**src/rtl/id_stage.sv**
```systemverilog
`default_nettype none
// ============================================================================
// Module   : id_stage
// Brief    : RV32I/RV64I decode stage with valid/ready handshakes, a
//            two-entry skid buffer and flush. Define ID_M_EXT_EN to decode
//            the M-extension (MUL..REMU).
// Revision : 1.0 - initial release
// ============================================================================
module id_stage #(
  parameter int XLEN = 32
) (
  input  logic            clk,
  input  logic            rst_n,
  input  logic            flush_i,
  input  logic            if_valid_i,
  output logic            if_ready_o,
  input  logic [31:0]     if_inst_i,
  input  logic [XLEN-1:0] if_pc_i,
  output logic            ex_valid_o,
  input  logic            ex_ready_i,
  output logic [XLEN-1:0] ex_pc_o,
  output logic [XLEN-1:0] ex_imm_o,
  output logic [4:0]      ex_rs1_o,
  output logic [4:0]      ex_rs2_o,
  output logic [4:0]      ex_rd_o,
  output logic            ex_rd_we_o,
  output logic            ex_src2_imm_o,
  output logic [4:0]      ex_alu_op_o,
  output logic [3:0]      ex_mem_op_o,
  output logic            ex_mem_uns_o,
  output logic [3:0]      ex_br_op_o,
  output logic            ex_illegal_o
);

  localparam bit c_IS64 = (XLEN == 64);
  localparam int c_SHW  = c_IS64 ? 6 : 5;

  localparam logic [6:0] c_OPC_OP     = 7'b0110011;
  localparam logic [6:0] c_OPC_OP_IMM = 7'b0010011;
  localparam logic [6:0] c_OPC_LOAD   = 7'b0000011;
  localparam logic [6:0] c_OPC_STORE  = 7'b0100011;
  localparam logic [6:0] c_OPC_BRANCH = 7'b1100011;
  localparam logic [6:0] c_OPC_LUI    = 7'b0110111;
  localparam logic [6:0] c_OPC_AUIPC  = 7'b0010111;
  localparam logic [6:0] c_OPC_JAL    = 7'b1101111;
  localparam logic [6:0] c_OPC_JALR   = 7'b1100111;

  localparam logic [4:0] c_ALU_ADD   = 5'd0;
  localparam logic [4:0] c_ALU_SUB   = 5'd1;
  localparam logic [4:0] c_ALU_SLL   = 5'd2;
  localparam logic [4:0] c_ALU_SLT   = 5'd3;
  localparam logic [4:0] c_ALU_SLTU  = 5'd4;
  localparam logic [4:0] c_ALU_XOR   = 5'd5;
  localparam logic [4:0] c_ALU_SRL   = 5'd6;
  localparam logic [4:0] c_ALU_SRA   = 5'd7;
  localparam logic [4:0] c_ALU_OR    = 5'd8;
  localparam logic [4:0] c_ALU_AND   = 5'd9;
  localparam logic [4:0] c_ALU_PASSB = 5'd10;

  typedef struct packed {
    logic [XLEN-1:0] pc;
    logic [XLEN-1:0] imm;
    logic [4:0]      rs1;
    logic [4:0]      rs2;
    logic [4:0]      rd;
    logic            rd_we;
    logic            src2_imm;
    logic [4:0]      alu_op;
    logic [3:0]      mem_op;
    logic            mem_uns;
    logic [3:0]      br_op;
    logic            illegal;
  } bundle_t;

  typedef enum logic [1:0] {
    S_EMPTY = 2'd0,
    S_ONE   = 2'd1,
    S_FULL  = 2'd2
  } state_t;

  function automatic logic [4:0] f3_alu(input logic [2:0] f3, input logic alt);
    logic [4:0] op;
    case (f3)
      3'b000:  op = alt ? c_ALU_SUB : c_ALU_ADD;
      3'b001:  op = c_ALU_SLL;
      3'b010:  op = c_ALU_SLT;
      3'b011:  op = c_ALU_SLTU;
      3'b100:  op = c_ALU_XOR;
      3'b101:  op = alt ? c_ALU_SRA : c_ALU_SRL;
      3'b110:  op = c_ALU_OR;
      default: op = c_ALU_AND;
    endcase
    return op;
  endfunction

  // --------------------------------------------------------------------------
  // Combinational decode
  // --------------------------------------------------------------------------
  logic [6:0]      w_opc;
  logic [2:0]      w_f3;
  logic [6:0]      w_f7;
  logic [4:0]      w_rs1;
  logic [4:0]      w_rs2;
  logic [4:0]      w_rd;
  logic [XLEN-1:0] w_imm_i;
  logic [XLEN-1:0] w_imm_s;
  logic [XLEN-1:0] w_imm_b;
  logic [XLEN-1:0] w_imm_j;
  logic [XLEN-1:0] w_imm_u;
  logic [XLEN-1:0] w_imm_sh;
  logic            w_legal;
  logic            w_we_fmt;
  bundle_t         w_dec;

  assign w_opc = if_inst_i[6:0];
  assign w_rd  = if_inst_i[11:7];
  assign w_f3  = if_inst_i[14:12];
  assign w_rs1 = if_inst_i[19:15];
  assign w_rs2 = if_inst_i[24:20];
  assign w_f7  = if_inst_i[31:25];

  assign w_imm_i  = {{(XLEN-12){if_inst_i[31]}}, if_inst_i[31:20]};
  assign w_imm_s  = {{(XLEN-12){if_inst_i[31]}}, if_inst_i[31:25], if_inst_i[11:7]};
  assign w_imm_b  = {{(XLEN-13){if_inst_i[31]}}, if_inst_i[31], if_inst_i[7],
                     if_inst_i[30:25], if_inst_i[11:8], 1'b0};
  assign w_imm_j  = {{(XLEN-21){if_inst_i[31]}}, if_inst_i[31], if_inst_i[19:12],
                     if_inst_i[20], if_inst_i[30:21], 1'b0};
  assign w_imm_sh = {{(XLEN-c_SHW){1'b0}}, if_inst_i[20 +: c_SHW]};

  generate
    if (XLEN > 32) begin : g_imm_u_ext
      assign w_imm_u = {{(XLEN-32){if_inst_i[31]}}, if_inst_i[31:12], 12'h000};
    end else begin : g_imm_u_nat
      assign w_imm_u = {if_inst_i[31:12], 12'h000};
    end
  endgenerate

  always_comb begin
    w_dec    = '0;
    w_legal  = 1'b0;
    w_we_fmt = 1'b0;
    w_dec.pc = if_pc_i;
    case (w_opc)
      c_OPC_OP: begin
        w_dec.rs1    = w_rs1;
        w_dec.rs2    = w_rs2;
        w_dec.rd     = w_rd;
        w_we_fmt     = 1'b1;
        w_dec.alu_op = f3_alu(w_f3, w_f7[5]);
        if (w_f7 == 7'b0000000) begin
          w_legal = 1'b1;
        end else if (w_f7 == 7'b0100000) begin
          w_legal = (w_f3 == 3'b000) || (w_f3 == 3'b101);
`ifdef ID_M_EXT_EN
        end else if (w_f7 == 7'b0000001) begin
          w_legal      = 1'b1;
          w_dec.alu_op = {2'b10, w_f3};
`endif
        end
      end
      c_OPC_OP_IMM: begin
        w_dec.rs1      = w_rs1;
        w_dec.rd       = w_rd;
        w_dec.src2_imm = 1'b1;
        w_we_fmt       = 1'b1;
        w_dec.alu_op   = f3_alu(w_f3, (w_f3 == 3'b101) && if_inst_i[30]);
        w_dec.imm      = w_imm_i;
        w_legal        = 1'b1;
        // Shifts carry the zero-extended shamt; bits above it must be clear
        // apart from the SRAI selector.
        if (w_f3 == 3'b001) begin
          w_dec.imm = w_imm_sh;
          w_legal   = c_IS64 ? (if_inst_i[31:26] == 6'b000000)
                             : (if_inst_i[31:25] == 7'b0000000);
        end else if (w_f3 == 3'b101) begin
          w_dec.imm = w_imm_sh;
          w_legal   = c_IS64 ? ((if_inst_i[31:26] == 6'b000000) || (if_inst_i[31:26] == 6'b010000))
                             : ((if_inst_i[31:25] == 7'b0000000) || (if_inst_i[31:25] == 7'b0100000));
        end
      end
      c_OPC_LOAD: begin
        w_dec.rs1      = w_rs1;
        w_dec.rd       = w_rd;
        w_dec.imm      = w_imm_i;
        w_dec.src2_imm = 1'b1;
        w_we_fmt       = 1'b1;
        w_dec.mem_op   = {2'b10, w_f3[1:0]};
        w_dec.mem_uns  = w_f3[2];
        case (w_f3)
          3'b000, 3'b001, 3'b010, 3'b100, 3'b101: w_legal = 1'b1;
          3'b011, 3'b110:                         w_legal = c_IS64;
          default:                                w_legal = 1'b0;
        endcase
      end
      c_OPC_STORE: begin
        w_dec.rs1      = w_rs1;
        w_dec.rs2      = w_rs2;
        w_dec.imm      = w_imm_s;
        w_dec.src2_imm = 1'b1;
        w_dec.mem_op   = {2'b11, w_f3[1:0]};
        w_legal        = (w_f3[2] == 1'b0) && ((w_f3[1:0] != 2'b11) || c_IS64);
      end
      c_OPC_BRANCH: begin
        w_dec.rs1   = w_rs1;
        w_dec.rs2   = w_rs2;
        w_dec.imm   = w_imm_b;
        w_dec.br_op = {1'b1, w_f3};
        w_legal     = (w_f3[2:1] != 2'b01);
      end
      c_OPC_LUI, c_OPC_AUIPC: begin
        w_dec.rd       = w_rd;
        w_dec.imm      = w_imm_u;
        w_dec.src2_imm = 1'b1;
        w_dec.alu_op   = (w_opc == c_OPC_LUI) ? c_ALU_PASSB : c_ALU_ADD;
        w_we_fmt       = 1'b1;
        w_legal        = 1'b1;
      end
      c_OPC_JAL: begin
        w_dec.rd       = w_rd;
        w_dec.imm      = w_imm_j;
        w_dec.src2_imm = 1'b1;
        w_dec.br_op    = 4'b1010;
        w_we_fmt       = 1'b1;
        w_legal        = 1'b1;
      end
      c_OPC_JALR: begin
        w_dec.rs1      = w_rs1;
        w_dec.rd       = w_rd;
        w_dec.imm      = w_imm_i;
        w_dec.src2_imm = 1'b1;
        w_dec.br_op    = 4'b1011;
        w_we_fmt       = 1'b1;
        w_legal        = (w_f3 == 3'b000);
      end
      default: w_legal = 1'b0;
    endcase
    // An illegal instruction keeps its fields but carries no side effects.
    if (!w_legal) begin
      w_dec.alu_op   = c_ALU_ADD;
      w_dec.src2_imm = 1'b0;
      w_dec.mem_op   = 4'b0000;
      w_dec.mem_uns  = 1'b0;
      w_dec.br_op    = 4'b0000;
    end
    w_dec.illegal = !w_legal;
    w_dec.rd_we   = w_legal && w_we_fmt && (w_rd != 5'd0);
  end

  // --------------------------------------------------------------------------
  // Skid buffer control
  // --------------------------------------------------------------------------
  state_t  r_state;
  state_t  w_state_nxt;
  bundle_t r_out;
  bundle_t r_skid;
  logic    w_acc_in;
  logic    w_acc_out;
  logic    w_load_out;
  logic    w_load_skid;
  logic    w_skid_to_out;

  assign if_ready_o = (r_state != S_FULL);
  assign ex_valid_o = (r_state != S_EMPTY);
  assign w_acc_in   = if_valid_i && if_ready_o && !flush_i;
  assign w_acc_out  = ex_valid_o && ex_ready_i;

  always_ff @(posedge clk or negedge rst_n) begin
    if (!rst_n) r_state <= S_EMPTY;
    else        r_state <= w_state_nxt;
  end

  always_comb begin
    w_state_nxt   = r_state;
    w_load_out    = 1'b0;
    w_load_skid   = 1'b0;
    w_skid_to_out = 1'b0;
    if (flush_i) begin
      w_state_nxt = S_EMPTY;
    end else begin
      case (r_state)
        S_EMPTY: begin
          if (w_acc_in) begin
            w_state_nxt = S_ONE;
            w_load_out  = 1'b1;
          end
        end
        S_ONE: begin
          if (w_acc_in && w_acc_out) begin
            w_load_out = 1'b1;
          end else if (w_acc_in) begin
            w_state_nxt = S_FULL;
            w_load_skid = 1'b1;
          end else if (w_acc_out) begin
            w_state_nxt = S_EMPTY;
          end
        end
        S_FULL: begin
          if (w_acc_out) begin
            w_state_nxt   = S_ONE;
            w_skid_to_out = 1'b1;
          end
        end
        default: w_state_nxt = S_EMPTY;
      endcase
    end
  end

  always_ff @(posedge clk or negedge rst_n) begin
    if (!rst_n) begin
      r_out  <= '0;
      r_skid <= '0;
    end else begin
      if (w_load_out)         r_out <= w_dec;
      else if (w_skid_to_out) r_out <= r_skid;
      if (w_load_skid)        r_skid <= w_dec;
    end
  end

  assign ex_pc_o       = r_out.pc;
  assign ex_imm_o      = r_out.imm;
  assign ex_rs1_o      = r_out.rs1;
  assign ex_rs2_o      = r_out.rs2;
  assign ex_rd_o       = r_out.rd;
  assign ex_rd_we_o    = r_out.rd_we;
  assign ex_src2_imm_o = r_out.src2_imm;
  assign ex_alu_op_o   = r_out.alu_op;
  assign ex_mem_op_o   = r_out.mem_op;
  assign ex_mem_uns_o  = r_out.mem_uns;
  assign ex_br_op_o    = r_out.br_op;
  assign ex_illegal_o  = r_out.illegal;

endmodule
`default_nettype wire

```
**config.mk**
```make
export PLATFORM = sky130hd
export DESIGN_NAME = id_stage
export DESIGN_NICKNAME = d
export VERILOG_FILES = /design/src/rtl/id_stage.sv
export SDC_FILE = /design/constraint.sdc
export NUM_CORES = 1
export LEC_CHECK = 0
export ABC_CLOCK_PERIOD_IN_PS = 3100
export BUFFER_PORTS_ARGS = -buffer_cell sky130_fd_sc_hd__buf_2
export CAP_MARGIN = 20
export CORE_UTILIZATION = 53
export DETAILED_ROUTE_END_ITERATION = 16
export PLACE_DENSITY = 0.77
export SETUP_SLACK_MARGIN = 0.5
export SLEW_MARGIN = 30
export SYNTH_ARGS = -nofsm -noshare
export SYNTH_HDL_FRONTEND = slang
export SYNTH_SLANG_ARGS = --single-unit
```
**constraint.sdc**
```tcl
create_clock -name clk -period 3.1 [get_ports clk]
set_input_delay 0.62 -clock clk [delete_from_list [all_inputs] [get_ports clk]]
set_output_delay 0.62 -clock clk [all_outputs]
set_load 0.03 [all_outputs]
```
== After elaboration in Yosys (flattened, before gate mapping) ==
Index checks and enable logic that the tools add are counted.

* Register bits after elaboration: 194
* Bits in latches: 0
* Bits in writable memories: 0
* Bits in read-only memories: 0
* Input port bits: 69
* Output and inout port bits: 98
* Memories: 0

* Add/sub/neg operators: 0
* Multiply operators: 0
* Div/mod/pow operators: 0
* $lt $le $gt $ge: 0
* Eq/ne operators: 25
* Shift operators: 0
* Muxes and demuxes: 45
* Bitwise operators: 1
* Reduce and logical (&&, ||, !) cells: 27

{| class="wikitable"
|+ Operators by type and width
! cell !! count
|-
| 96-bit 2-to-1 mux || 2
|-
| 32-bit one-hot mux with 6 select lines || 1
|-
| 32-bit 2-to-1 mux || 2
|-
| 4-bit one-hot mux with 7 select lines || 2
|-
| 7-bit by 6-bit == test with 1-bit output (second input constant) || 4
|-
| 7-bit == test (second input constant) || 3
|-
| 1-bit 2-to-1 mux || 21
|-
| 15-bit 2-to-1 mux || 1
|-
| 5-bit 2-to-1 mux || 3
|-
| 5-bit one-hot mux with 3 select lines || 1
|-
| 7-bit by 5-bit == test with 1-bit output (second input constant) || 2
|-
| 7-bit OR reduction || 2
|-
| 2-bit 2-to-1 mux || 6
|-
| 4-bit one-hot mux with 3 select lines || 1
|-
| 3-bit == test (second input constant) || 3
|-
| 3-bit inequality test (second input constant) || 3
|-
| 1-bit logical AND || 8
|-
| 4-bit one-hot mux with 2 select lines || 1
|-
| 7-bit by 2-bit == test with 1-bit output (second input constant) || 1
|-
| 7-bit logical NOT || 1
|-
| 1-bit one-hot mux with 7 select lines || 1
|-
| 3-bit by 2-bit == test with 1-bit output (second input constant) || 2
|-
| 2-bit one-hot mux with 3 select lines || 1
|-
| 3-bit OR reduction || 2
|-
| 19 further kinds || 24
|}

== Logic depth before layout (Yosys ltp) ==
* Depth after elaboration: 8
* Depth in mapped cells: 8
* Depth with buffers taken out: 5

== Least setup slack after synthesis ==
OpenSTA, ideal clock, no wires.

* Path type: input to register
* Start point: input if_inst_i[3]
* End point: register r_skid[12] (netlist name)
* Arrival time: 1.946 ns
* Path slack: 1.019 ns
* Cell stages on the path: 7
* Buffers on the path: 2
* Cells stage by stage: buf_2 nand3b_4 nor2_1 a32o_1 a311oi_4 buf_6 o31ai_2

* Word-level cells in the longest chain between the ends: 4
* Elaborated cells on any way between the ends: 14
* Classes of those cells: eq/ne (9); mux (3); reduce/logical (2)

{| class="wikitable"
|+ RTL lines
! item !! RTL line !! RTL
|-
| from (decl) || 17 || <nowiki>input logic [31:0] if_inst_i,</nowiki>
|-
| 7-bit by 6-bit == test with 1-bit output, or another cell as far along || 143 || <nowiki>case (w_opc)</nowiki>
|-
| 3-bit OR reduction (no source line) or 2-bit OR reduction (tied branches) || - ||
|-
| 1-bit one-hot mux with 7 select lines or 5-bit one-hot mux with 3 select lines (tied branches) || 143 ||
|-
| 15-bit 2-to-1 mux * || 238 || <nowiki>if (!w_legal) begin</nowiki>
|-
| to (signal assigned) || 315 || <nowiki>if (w_load_skid) r_skid <= w_dec;</nowiki>
|-
| to (decl) || 255 || <nowiki>bundle_t r_skid;</nowiki>
|}

Every way passes the cells marked *; elsewhere a longest branch is shown, timed or not.
A chain may end at the register's enable or synchronous reset.

== Worst setup path after layout ==
* Start point: input if_inst_i[3]
* End point: register r_skid[54] (netlist name)

* Word-level cells in the longest chain between the ends: 3
* Elaborated cells on any way between the ends: 11
* Classes of those cells: eq/ne (8); mux (1); reduce/logical (2)

{| class="wikitable"
|+ RTL lines
! item !! RTL line
|-
| 7-bit == test, or another cell as far along || 143
|-
| 2-bit OR reduction (no source line) || -
|-
| 32-bit one-hot mux with 6 select lines * || 143
|}

Marks and branches as above.

==> metrics.md <==
| Metric | Value |
|---|---|
| Status | complete, no violations |
| DP Worst Slack | 0.389 ns |
| Final period util | 0.724 |
| RSZ-0062 raised after global routing | false |
| Syn avg cell area | 9.44 um2 |
| Clock network fraction of design power | 0.371 |
| Setup bufs post-CTS | 0 |
| HP Class | in -> async |
| Setup-failing EPs final | 0 |
| Actual slew at the worst max-slew pin | 0.837 ns |
| Placer Congestion | 0.915 |
| Grt ovf | 0 |
| First-pass GRT wire length | 36.0 mm |
| Sw Ratio | 0.291 |
| Num rows | 46 |
| Kind of start point of the critical path | input pin |
| Routed via count | 7,323 |
| CTS Sinks | 192 |
| Post-cts sizing count | 0 |
| Netlist cell types | 58 |
| Synth Register Bits | 192 |
| Largest net degree at the start of global routing | 73 |
| Syn nets | 975 |
| Setup ws final | 0.855 ns |
| CP delay by family, top | compound AO/OA/AOI/OAI gates |
| Worst setup EP type | flop |
| Ports | 167 |
| Setup TNS Final | 0 ns |
| EDFF count, synth | 0 |
| Die Span X | 129 um |
| CTS Root Cell | clkbuf_16 |
| Routed WL | 22.1 mm |
| Yosys warnings | 0 |
| Pins Over Slew Limit | 0 |
| Crit-path max FO | 15 |
| Crit path largest cell delay | 0.76 ns |
| Buf+Inv Stages, Crit Path | 1 |
| Worst skew pair latency | 0.44 ns |
| Die Y | 129 um |
| Post-DP HPWL | 14.6 mm |
| CTS clock-pin slew for the worst setup and hold paths | 0.07 ns |
| Final min period | 2.25 ns |
| # Max-Cap Violations | 0 |
| Routed Antenna Nets | 0 |
| CP Class | in -> reg |
| Vias in the first global route | 7,021 |
| Pwr dens | 628 nW/um2 |
| First-pass DRT Iterations | 5 |
| Psw | 1.86 mW |
| All-Layer GR Usage | 0.280 |
| Vias per inst | 5.75 |
| Endpoints failing hold | 0 |
| Deepest clock path buffer count | 2 |
| Ys async rst share | 1.00 |
| CP arrival | 2.52 ns |
| Post-Syn Area | 8550 um2 |
| Peak supply drop | 0.443 mV |
| Sequential share of the synthesized area | 0.562 |
| Hold buffers post-CTS | 0 |
| Starting Density | 0.540 |
| Die area | 16,600 um2 |
| DRC viols | 0 |
| Cells after Synth | 906 |
| Drt initial violations | 674 |
| Combinational share of power | 0.161 |
| Critical path data required time | 3.37 ns |
| Seq pwr share | 0.468 |
| Initial antenna violation count | 0 |
| Max Clk Rate | 445 MHz |
| P&R area growth vs syn | 19.3% |
| CTS tree | done |
| Post-layout power | 6.41 mW |
| Total CTS buffers | 17 |
| Crit-path cells | buf_2, and4bb_1, nand4_1, nand3_2, a21oi_1, a21oi_1 |
| Leak | 5.21 nW |
| # nets final | 1,114 |
| Top FF cell, synth | dfrtp_1 |
| Max-Slew Margin vs Limit | 0.442 |
| Clock Skews | 0.00599 ns |
| Internal Pwr Total | 4.54 mW |
| H-Tree Depth | 4 |
| Wire per inst | 17.3 um |
| ANT cells | 0 |
| Area of the core | 15,800 um2 |
| Most Frequent Cell on Critical Path | a21oi_1 |
| Share of layout cells above drive strength 1 | 0.220 |
| Port bufs | 165 |
| Worst path slowest cell | a21oi_1 |
## synthesized netlist by cell type, types with 2 or more instances
master     instances  share of area
nand4bb_1          2         0.0026
a22o_1            23          0.024
nand3_1           32          0.019
clkbuf_1          37          0.016
nand2b_1           7         0.0051
o31ai_2            3         0.0044
nor3b_1            2         0.0018
mux2i_1            4         0.0047
a222oi_1           5         0.0059
and3_1             3         0.0022
buf_1              6         0.0026
buf_4              2         0.0018
o31ai_1            6         0.0053
or3_1              3         0.0022
a32oi_1            9         0.0092
nand2_1          297           0.13
nor3_1             2         0.0012
a211oi_1           2         0.0018
a22oi_1           62          0.054
o21bai_1           2         0.0018
and2_1             2         0.0015
nand4b_1           2         0.0020
nand4_1            3         0.0022
o21ai_1           14         0.0082
o22ai_1            5         0.0037
buf_6              5         0.0066
nor2b_1            6         0.0044
nor4_1             3         0.0022
a31oi_1            8         0.0059
nor3_2             2         0.0023
nor2_1            34          0.015
dfrtp_1          192           0.56
a21oi_1           34          0.020
o21ai_0           29          0.017
a21o_1            13          0.011
buf_2             15         0.0088
inv_1              9         0.0040
## path summary, 6_finish.rpt
kind | startpoint | endpoint | slack (ns) | cells past startpoint
setup / recovery | if_inst_i[3] | r_skid[54]$_DFFE_PN0P_ | 0.85 | 6
hold / removal | rst_n | r_state[0]$_DFFE_PN0P_ | 0.17 | 1
min in group clk | if_pc_i[14] | r_skid[78]$_DFFE_PN0P_ | 0.38 | 3
setup reg to reg | r_state[1]$_DFFE_PN0P_ | ex_imm_o[21]$_DFFE_PN0P_ | 0.90 | 6
max in group asynchronous | rst_n | r_skid[7]$_DFFE_PN0P_ | 2.13 | 2
hold reg to reg | ex_pc_o[18]$_DFFE_PN0P_ | ex_pc_o[18]$_DFFE_PN0P_ | 0.47 | 2
## sequential cells by signal (all words and copies together) (netlist names), 2 cells and up
name,count
ex_mem_op_o,4
ex_br_op_o,4
ex_rd_o,5
ex_rs1_o,5
r_skid,95
ex_alu_op_o,4
ex_rs2_o,5
r_state,2
ex_pc_o,32
ex_imm_o,32
## metal layers
metal,track usage,share of wire,vias to the layer above
met5,0,0,-
met4,0.107,0.025,0
met2,0.430,0.47,284
met1,0.389,0.44,3580
met3,0.0640,0.069,38
li1,-,-,3421
## placed cells by master (no fill, tap or decap), types with 7 or more instances in the layout
cell / instances
buf_4: 17
dfrtp_1: 192
nand3_1: 32
a21oi_1: 34
nor2_1: 34
o21ai_0: 29
a22o_1: 23
clkbuf_16: 17
inv_1: 9
o21ai_1: 14
a21o_1: 13
a31oi_1: 8
buf_2: 164
nand2_1: 296
a22oi_1: 62
a32oi_1: 9
nand2b_1: 7
## layout make-up
cell class,instances,area (um2)
Tap cell,216,270
Sequential cell,192,4800
Multi-Input combinational cell,640,3430
Fill cell,1325,5630
Timing Repair Buffer,185,1020
Inverter,9,33.8
Clock buffer,19,443
Clock inverter,13,200
## worst register-to-register path, delay by kind of cell (launching register included)
| family | cells | cell delay [ns] |
|---|---|---|
| buf+inv | 1 | 0.32 |
| compound gates | 1 | 0.12 |
| simple gates | 4 | 1.22 |
| flops | 1 | 0.45 |
## kinds of logic after synthesis
logic type	count (synthesis)	share of synthesized area
buffers and inverters	74	0.0400
AO/OA/AOI/OAI	223	0.185
other	1	0.000439
AND/OR/NAND/NOR	411	0.207
flip-flops	192	0.562
multiplexers	5	0.00600
## power groups by stage
| stage | sequential [mW] | combinational [mW] | clock, mW |
|---|---|---|---|
| after detailed placement | 3.04 | 1.04 | 0 |
| after CTS | 3.00 | 1.04 | 2.40 |
| after floorplan | 3.26 | 0.412 | 0 |
| final | 3.00 | 1.03 | 2.38 |
| after global placement | 3.03 | 1.01 | 0 |
| after global routing | 3.04 | 1.14 | 2.51 |
## through the flow
stage | cells | util | hold slack, ns | instance area [um2]
final | 1274 | 0.645 | 0.167 | 10200
after global routing | 1274 | 0.645 | 0.211 | 10200
after CTS | 1274 | 0.645 | 0.192 | 10200
after detailed placement | 1242 | 0.604 | 0.457 | 9560
after global placement | 1242 | 0.604 | 0.454 | 9560
after floorplan | 906 | - | 0.324 | 8550
No activity file was read; power rests on OpenSTA's default activity.
